**config.mk**
```make
export PLATFORM = sky130hd
export DESIGN_NAME = ofs_plat_host_chan_ccip_multi_tie_off
export DESIGN_NICKNAME = d
export VERILOG_FILES = /design/src/rtl/ofs_plat_host_chan_tie_off_pkg.sv /design/src/rtl/ofs_plat_host_chan_ccip_tie_off_port.sv /design/src/rtl/ofs_plat_host_chan_ccip_multi_tie_off.sv
export SDC_FILE = /design/constraint.sdc
export NUM_CORES = 1
export LEC_CHECK = 0
export ABC_AREA = 0
export BUFFER_PORTS_ARGS = -buffer_cell sky130_fd_sc_hd__buf_2
export CAP_MARGIN = 10
export CORE_AREA = 2 2 79 81
export DETAILED_ROUTE_END_ITERATION = 6
export DIE_AREA = 0 0 81 83
export PLACE_DENSITY = 0.77
export SYNTH_ARGS = -nofsm -noshare
export SYNTH_HDL_FRONTEND = slang
export SYNTH_SLANG_ARGS = --single-unit
```
**constraint.sdc**
```tcl
create_clock -name clk -period 0.8 [get_ports clk]
set_input_delay 0.04 -clock clk [delete_from_list [all_inputs] [get_ports clk]]
set_output_delay 0.04 -clock clk [all_outputs]
set_load 0.02 [all_outputs]
```
**src/rtl/ofs_plat_host_chan_tie_off_pkg.sv**
```systemverilog
// ---------------------------------------------------------------------------
// ofs_plat_host_chan_tie_off_pkg
//
// Purpose: shared definitions for the CCI-P host channel tie-off.
//   - DFH_NULL_AFU   : default device feature header (type AFU, EOL=1, next=0)
//   - TID_W/ADDR_W/DATA_W : CCI-P MMIO request/response field widths
//   - rsp_entry_t    : one slot of the fixed-latency MMIO response pipeline
//   - is_dfh_addr()  : true when a DWORD address hits the 64-bit DFH register
// ---------------------------------------------------------------------------
package ofs_plat_host_chan_tie_off_pkg;

  localparam int TID_W  = 9;
  localparam int ADDR_W = 16;
  localparam int DATA_W = 64;

  localparam logic [DATA_W-1:0] DFH_NULL_AFU = 64'h1000_0100_0000_0000;

  typedef struct packed {
    logic              valid;
    logic [TID_W-1:0]  tid;
    logic [DATA_W-1:0] data;
  } rsp_entry_t;

  // The DFH is a 64-bit register, so both DWORD 0 and DWORD 1 select it.
  function automatic logic is_dfh_addr(input logic [ADDR_W-1:0] addr);
    return (addr[ADDR_W-1:1] == 15'd0);
  endfunction

endpackage

```
**src/rtl/ofs_plat_host_chan_ccip_tie_off_port.sv**
```systemverilog
// ---------------------------------------------------------------------------
// ofs_plat_host_chan_ccip_tie_off_port
//
// Purpose: ties off one native CCI-P host channel. Memory request channels
// c0/c1 are held idle; every MMIO read is answered on c2 exactly RSP_LATENCY
// cycles after the request through a shift register with RSP_LATENCY slots,
// so back-to-back reads need no flow control.
//
// Optional statistics (macro OFS_PLAT_HOST_CHAN_TIE_OFF_STATS_EN): saturating
// read/write/stray-response counters and a sticky protocol-error flag. With
// the macro undefined the statistics outputs are constant 0 and no counter
// flops exist.
//
// Ports:
//   clk, reset                 clock, asynchronous active-high reset
//   i_c0_mmio_rd_valid/wr_valid MMIO read / write request strobes
//   i_c0_tid, i_c0_addr        MMIO request header (tid, DWORD address)
//   i_c0_rsp_valid, i_c1_rsp_valid  memory responses (never expected)
//   o_c0_valid, o_c1_valid     memory request valids (always 0)
//   o_c2_mmio_rd_valid/tid/data  registered MMIO read response
//   o_mmio_rd_cnt, o_mmio_wr_cnt, o_stray_rsp_cnt, o_proto_err  statistics
// ---------------------------------------------------------------------------
module ofs_plat_host_chan_ccip_tie_off_port
  import ofs_plat_host_chan_tie_off_pkg::*;
#(
  parameter int                RSP_LATENCY     = 2,
  parameter logic [DATA_W-1:0] DFH_VALUE       = DFH_NULL_AFU,
  parameter logic [DATA_W-1:0] DEFAULT_RD_DATA = 64'h0,
  parameter int                CNT_WIDTH       = 32
) (
  input  logic                 clk,
  input  logic                 reset,
  input  logic                 i_c0_mmio_rd_valid,
  input  logic                 i_c0_mmio_wr_valid,
  input  logic [TID_W-1:0]     i_c0_tid,
  input  logic [ADDR_W-1:0]    i_c0_addr,
  input  logic                 i_c0_rsp_valid,
  input  logic                 i_c1_rsp_valid,
  output logic                 o_c0_valid,
  output logic                 o_c1_valid,
  output logic                 o_c2_mmio_rd_valid,
  output logic [TID_W-1:0]     o_c2_tid,
  output logic [DATA_W-1:0]    o_c2_data,
  output logic [CNT_WIDTH-1:0] o_mmio_rd_cnt,
  output logic [CNT_WIDTH-1:0] o_mmio_wr_cnt,
  output logic [CNT_WIDTH-1:0] o_stray_rsp_cnt,
  output logic                 o_proto_err
);

  rsp_entry_t r_pipe [RSP_LATENCY];
  rsp_entry_t w_new_entry;

  // No memory requests are ever issued.
  assign o_c0_valid = 1'b0;
  assign o_c1_valid = 1'b0;

  // Build the response entry for this cycle; idle slots carry zero tid/data
  // so c2 hdr/data read 0 whenever no response is being presented.
  always_comb begin
    w_new_entry = '0;
    if (i_c0_mmio_rd_valid) begin
      w_new_entry.valid = 1'b1;
      w_new_entry.tid   = i_c0_tid;
      if (is_dfh_addr(i_c0_addr)) begin
        w_new_entry.data = DFH_VALUE;
      end else begin
        w_new_entry.data = DEFAULT_RD_DATA;
      end
    end else begin
      w_new_entry = '0;
    end
  end

  // Fixed-latency response shift register; reset drops in-flight responses.
  always_ff @(posedge clk or posedge reset) begin
    if (reset) begin
      for (int i = 0; i < RSP_LATENCY; i++) begin
        r_pipe[i] <= '0;
      end
    end else begin
      r_pipe[0] <= w_new_entry;
      for (int i = 1; i < RSP_LATENCY; i++) begin
        r_pipe[i] <= r_pipe[i-1];
      end
    end
  end

  // c2 is driven straight from the last pipeline flop.
  assign o_c2_mmio_rd_valid = r_pipe[RSP_LATENCY-1].valid;
  assign o_c2_tid           = r_pipe[RSP_LATENCY-1].tid;
  assign o_c2_data          = r_pipe[RSP_LATENCY-1].data;

`ifdef OFS_PLAT_HOST_CHAN_TIE_OFF_STATS_EN
  logic [CNT_WIDTH-1:0] r_rd_cnt;
  logic [CNT_WIDTH-1:0] r_wr_cnt;
  logic [CNT_WIDTH-1:0] r_stray_cnt;
  logic                 r_proto_err;
  logic [1:0]           w_stray_inc;

  // Saturating add: the extra carry bit detects overflow, which clamps to all-ones.
  function automatic logic [CNT_WIDTH-1:0] sat_add(input logic [CNT_WIDTH-1:0] cnt,
                                                   input logic [1:0]           inc);
    logic [CNT_WIDTH:0] sum;
    sum = {1'b0, cnt} + (CNT_WIDTH+1)'(inc);
    if (sum[CNT_WIDTH]) begin
      return '1;
    end else begin
      return sum[CNT_WIDTH-1:0];
    end
  endfunction

  // A c0 and a c1 stray response in the same cycle count as two.
  assign w_stray_inc = {1'b0, i_c0_rsp_valid} + {1'b0, i_c1_rsp_valid};

  // Statistics counters and sticky protocol-error flag.
  always_ff @(posedge clk or posedge reset) begin
    if (reset) begin
      r_rd_cnt    <= '0;
      r_wr_cnt    <= '0;
      r_stray_cnt <= '0;
      r_proto_err <= 1'b0;
    end else begin
      r_rd_cnt    <= sat_add(r_rd_cnt,    {1'b0, i_c0_mmio_rd_valid});
      r_wr_cnt    <= sat_add(r_wr_cnt,    {1'b0, i_c0_mmio_wr_valid});
      r_stray_cnt <= sat_add(r_stray_cnt, w_stray_inc);
      r_proto_err <= r_proto_err | i_c0_rsp_valid | i_c1_rsp_valid;
    end
  end

  assign o_mmio_rd_cnt   = r_rd_cnt;
  assign o_mmio_wr_cnt   = r_wr_cnt;
  assign o_stray_rsp_cnt = r_stray_cnt;
  assign o_proto_err     = r_proto_err;
`else
  // Statistics compiled out: outputs stay as ports, driven constant 0.
  logic w_unused_ok;
  assign w_unused_ok     = &{1'b0, i_c0_mmio_wr_valid, i_c0_rsp_valid, i_c1_rsp_valid};
  assign o_mmio_rd_cnt   = '0;
  assign o_mmio_wr_cnt   = '0;
  assign o_stray_rsp_cnt = '0;
  assign o_proto_err     = 1'b0;
`endif

endmodule

```
**src/rtl/ofs_plat_host_chan_ccip_multi_tie_off.sv**
```systemverilog
// ---------------------------------------------------------------------------
// ofs_plat_host_chan_ccip_multi_tie_off
//
// Purpose: ties off NUM_PORTS unused native CCI-P host channels on the FIU
// side. Each channel is handled by an independent
// ofs_plat_host_chan_ccip_tie_off_port instance: no memory requests, every
// MMIO read answered (DWORD 0/1 -> DFH_VALUE, else DEFAULT_RD_DATA) after
// RSP_LATENCY cycles, MMIO writes absorbed.
//
// The CCI-P channel of each port is carried as flattened per-port fields
// (index p selects the port).
//
// Optional statistics: define OFS_PLAT_HOST_CHAN_TIE_OFF_STATS_EN to build
// the per-port counters and proto_err; otherwise they read constant 0.
//
// Ports:
//   clk, reset                   clock, asynchronous active-high reset
//   i_rx_c0_mmio_rd_valid[p]     MMIO read request
//   i_rx_c0_mmio_wr_valid[p]     MMIO write request (data discarded)
//   i_rx_c0_tid[p], i_rx_c0_addr[p]  MMIO request header
//   i_rx_c0_rsp_valid[p], i_rx_c1_rsp_valid[p]  stray memory responses
//   o_tx_c0_valid[p], o_tx_c1_valid[p]  memory request valids (always 0)
//   o_tx_c2_mmio_rd_valid[p], o_tx_c2_tid[p], o_tx_c2_data[p]  MMIO response
//   mmio_rd_cnt[p], mmio_wr_cnt[p], stray_rsp_cnt[p], proto_err[p]  statistics
// ---------------------------------------------------------------------------
module ofs_plat_host_chan_ccip_multi_tie_off
  import ofs_plat_host_chan_tie_off_pkg::*;
#(
  parameter int                NUM_PORTS       = 1,
  parameter int                RSP_LATENCY     = 2,
  parameter logic [DATA_W-1:0] DFH_VALUE       = DFH_NULL_AFU,
  parameter logic [DATA_W-1:0] DEFAULT_RD_DATA = 64'h0,
  parameter int                CNT_WIDTH       = 32
) (
  input  logic                                clk,
  input  logic                                reset,
  input  logic [NUM_PORTS-1:0]                i_rx_c0_mmio_rd_valid,
  input  logic [NUM_PORTS-1:0]                i_rx_c0_mmio_wr_valid,
  input  logic [NUM_PORTS-1:0][TID_W-1:0]     i_rx_c0_tid,
  input  logic [NUM_PORTS-1:0][ADDR_W-1:0]    i_rx_c0_addr,
  input  logic [NUM_PORTS-1:0]                i_rx_c0_rsp_valid,
  input  logic [NUM_PORTS-1:0]                i_rx_c1_rsp_valid,
  output logic [NUM_PORTS-1:0]                o_tx_c0_valid,
  output logic [NUM_PORTS-1:0]                o_tx_c1_valid,
  output logic [NUM_PORTS-1:0]                o_tx_c2_mmio_rd_valid,
  output logic [NUM_PORTS-1:0][TID_W-1:0]     o_tx_c2_tid,
  output logic [NUM_PORTS-1:0][DATA_W-1:0]    o_tx_c2_data,
  output logic [NUM_PORTS-1:0][CNT_WIDTH-1:0] mmio_rd_cnt,
  output logic [NUM_PORTS-1:0][CNT_WIDTH-1:0] mmio_wr_cnt,
  output logic [NUM_PORTS-1:0][CNT_WIDTH-1:0] stray_rsp_cnt,
  output logic [NUM_PORTS-1:0]                proto_err
);

  for (genvar p = 0; p < NUM_PORTS; p++) begin : g_port
    ofs_plat_host_chan_ccip_tie_off_port #(
      .RSP_LATENCY     (RSP_LATENCY),
      .DFH_VALUE       (DFH_VALUE),
      .DEFAULT_RD_DATA (DEFAULT_RD_DATA),
      .CNT_WIDTH       (CNT_WIDTH)
    ) u_port (
      .clk                (clk),
      .reset              (reset),
      .i_c0_mmio_rd_valid (i_rx_c0_mmio_rd_valid[p]),
      .i_c0_mmio_wr_valid (i_rx_c0_mmio_wr_valid[p]),
      .i_c0_tid           (i_rx_c0_tid[p]),
      .i_c0_addr          (i_rx_c0_addr[p]),
      .i_c0_rsp_valid     (i_rx_c0_rsp_valid[p]),
      .i_c1_rsp_valid     (i_rx_c1_rsp_valid[p]),
      .o_c0_valid         (o_tx_c0_valid[p]),
      .o_c1_valid         (o_tx_c1_valid[p]),
      .o_c2_mmio_rd_valid (o_tx_c2_mmio_rd_valid[p]),
      .o_c2_tid           (o_tx_c2_tid[p]),
      .o_c2_data          (o_tx_c2_data[p]),
      .o_mmio_rd_cnt      (mmio_rd_cnt[p]),
      .o_mmio_wr_cnt      (mmio_wr_cnt[p]),
      .o_stray_rsp_cnt    (stray_rsp_cnt[p]),
      .o_proto_err        (proto_err[p])
    );
  end

endmodule

```
==> metrics.md <==
| Metric | Value |
|---|---|
| Area contributors post-synth | buf_4 (66%), dfrtp_1 (28%), and2_1 (2.9%) |
| Pre-CTS WS | 0.0555 ns |
| Std-Cell Rows | 28 |
| Synth Instances | 210 |
| P_leak | 1.08 nW |
| Footprint of the multi-input gates | 703 um2 |
| Final Total Pwr | 2.74 mW |
| Drt pass-1 iters | 2 |
| Unrepaired setup endpoints after global routing | yes |
| Fin area | 0.00173 mm2 |
| Final setup viols | 10 |
| Max VDD drop | 0.000824 V |
| Die Ht | 83 um |
| Synth top area share | 66.3% |
| Largest family of logic cells by synthesized area | buffers and inverters |
| Clock latency on the worst-skew pair | 0.26 ns |
| Ports | 204 |
| Failing checks | setup timing |
| Min cycle time layout | 0.830 ns |
| Via-to-Cell Ratio | 2.72 |
| Area post-placement | 0.00156 mm2 |
| Clock Path Buffers | 2 |
| Final Cycle Share | 104% |
| CTS tree | yes |
| Critical Path Fanout Max | 2 |
| Mapped Area | 0.00195 mm2 |
| Clock Skew | 0.000331 ns |
| Initial antenna violation count | 0 |
| Status | finished, violations left |
| CP Launch Type | flip-flop |
| Critical Path RT | 0.76 ns |
| 1st-iter DRT viols | 1 |
| Post-synth EDFFs | 0 |
| Crit path buffers/inverters | 1 |
| Vias in the first global route | 595 |
| Die ar. | 0.00672 mm2 |
| GRT Resource Usage Total | 5.26% |
| CP Cell Sequence | buf_2 |
| Area leader, netlist | buf_4 |
| Sequential area share after synthesis | 28.3% |
| Post-Synth Adder-Cell Area | 0% |
| Number of remaining DRC errors | 0 |
| HPWL after DPL | 1930 um |
| Final worst slack | -0.0298 ns |
| Post-synthesis xor/xnor area fraction | 0% |
| Global-route wire length before repair | 2650 um |
| Root Driver | clkbuf_8 |
| Met3 Resource Use GR | 1.09% |
| # fillers | 622 |
| Cell variety after synth | 8 |
| Final hold vios | 0 |
| Count leader, synth | buf_4 |
| Core ar. | 0.00582 mm2 |
| Die X | 81 um |
| Total CTS buffers | 3 |
| Met1 Resource Use GR | 3.16% |
| Peak per-stage delay on the critical path | 0.37 ns |
| PwrDens | 1580 mW/mm2 |
| Fmax | 1.21 GHz |
| Ys Warns | 0 |
| Ys flop type | dfrtp_1 |
| Final ANT Viol Nets | 0 |
| Post-synth top cells | buf_4 (172), dfrtp_1 (22), and2_1 (9) |
| Vias | 878 |
| Busiest grt layer | met2 |
| Routing usage on met2 | 11.3% |
| Slew Viols, Final | 0 |
| GPL Wtd Cong | 0.568 |
| Synth Area in Compound Gates | 0% |
| Port bufs | 38 |
| Grt total ovfl | 0 |
| Layout cells sized above 1 | 17.7% |
| Mux share of post-synthesis cell area | 0% |
| Starting density of the core | 33.5% |
| Register Area | 551 um2 |
| Htree depth | 1 |
| Clock-pin slew on the worst setup and hold paths | 0.06 ns |
| Max cap viols | 0 |
| Final Core Density | 29.8% |
| Final WL | 2320 um |
| Final #Nets | 281 |
| Routed wirelength normalized by instance count | 7.19 um |
| Setup crit end kind | output port |
| Slowest stage cell on the critical path | dfrtp_1 |
| HP Class | in -> reg |
| Pin count of the biggest net entering global routing | 23 |
| CP Class | reg -> out |
| Delay-heaviest family, CP | flip-flops |
| Post-synthesis simple-gate area fraction | 5.07% |
| # diodes | 0 |
| Area delta synth->final | -11.2% |
| Worst hold margin | 0.00251 ns |
| Synthesized flop and latch total | 22 |
| Mapped Avg Cell Area | 9.28 um2 |
| Async set-reset flop share out of synthesis | 100% |
| Clock sinks | 22 |
| Critical path arrival | 0.79 ns |
| Post-CTS Setup Inserts | 0 |
==> layer usage <==
layer / up-vias / part of all wire (%)
li1: 381 / -
met1: 391 / 19
met2: 100 / 59
met3: 6 / 20
met4: 0 / 2.6
met5: - / 0
==> through the flow <==
| step | cells | TNS [ns] |
|---|---|---|
| after floorplan | 370 | 0 |
| after global placement | 313 | 0 |
| after detailed placement | 313 | 0 |
| after CTS | 323 | -0.195 |
| after global routing | 323 | -0.400 |
| final | 323 | -0.135 |
==> placed cells by master (no fill, tap or decap), types with 2 or more instances in the layout <==
cell           instances
and2_1                 9
buf_4                  2
buf_6                 10
dlygate4sd3_1          7
clkbuf_8               3
conb_1               161
dfrtp_1               22
nor4_1                 3
buf_2                 28
==> kinds of logic (layout without fill, tap and decap cells) <==
logic type             after synthesis  after routing
buffers and inverters              173             51
AND/OR/NAND/NOR                     14             14
flip-flops                          22             22
other                                1            161
==> power breakdown <==
part / leakage [nW] / total (mW) / internal, mW / switching, mW
registers: 0.283 / 1.18 / 1.16 / 0.0195
logic: 0.771 / 0.910 / 0.136 / 0.774
clock network: 0.0216 / 0.647 / 0.336 / 0.311
==> worst paths after layout <==
path,end,start,depth (start not counted),slack (ns)
max,o_tx_c2_data[60],g_port[0].u_port.o_c2_data[40],1,-0.03
max in group asynchronous,g_port[0].u_port.r_pipe[138],reset,4,0.24
min,g_port[0].u_port.r_pipe[138],i_rx_c0_tid[0],2,0.003
min in group asynchronous,g_port[0].u_port.r_pipe[147],reset,4,0.35
min reg2reg,g_port[0].u_port.o_c2_tid[0],g_port[0].u_port.r_pipe[138],0,0.35
max reg2reg,g_port[0].u_port.o_c2_tid[2],g_port[0].u_port.r_pipe[140],0,0.32
==> final cells by class <==
class                   count  area share [%]
clock buffers               3            2.39
inverters                   1           0.217
multi-input cells         175            40.6
flip-flops and latches     22            31.8
well taps                  75            5.42
repair buffers             47            19.5
==> sequential cells by signal, summed over array words and instances (netlist names) <==
register,count
g_port.u_port.o_c2_data,1
g_port.u_port.o_c2_mmio_rd_valid,1
g_port.u_port.o_c2_tid,9
g_port.u_port.r_pipe,11
==> timing repair <==
| item | 4_1_cts | 5_1_grt |
|---|---|---|
| pin swaps | 0 | 0 |
| resized for setup | 20 | 0 |
| hold buffers | 7 | 0 |
| endpoints found under the hold margin | 28 | 0 |
| endpoints found under the setup margin | 12 | 12 |
Note: power is estimated with default switching activity, not from simulation.
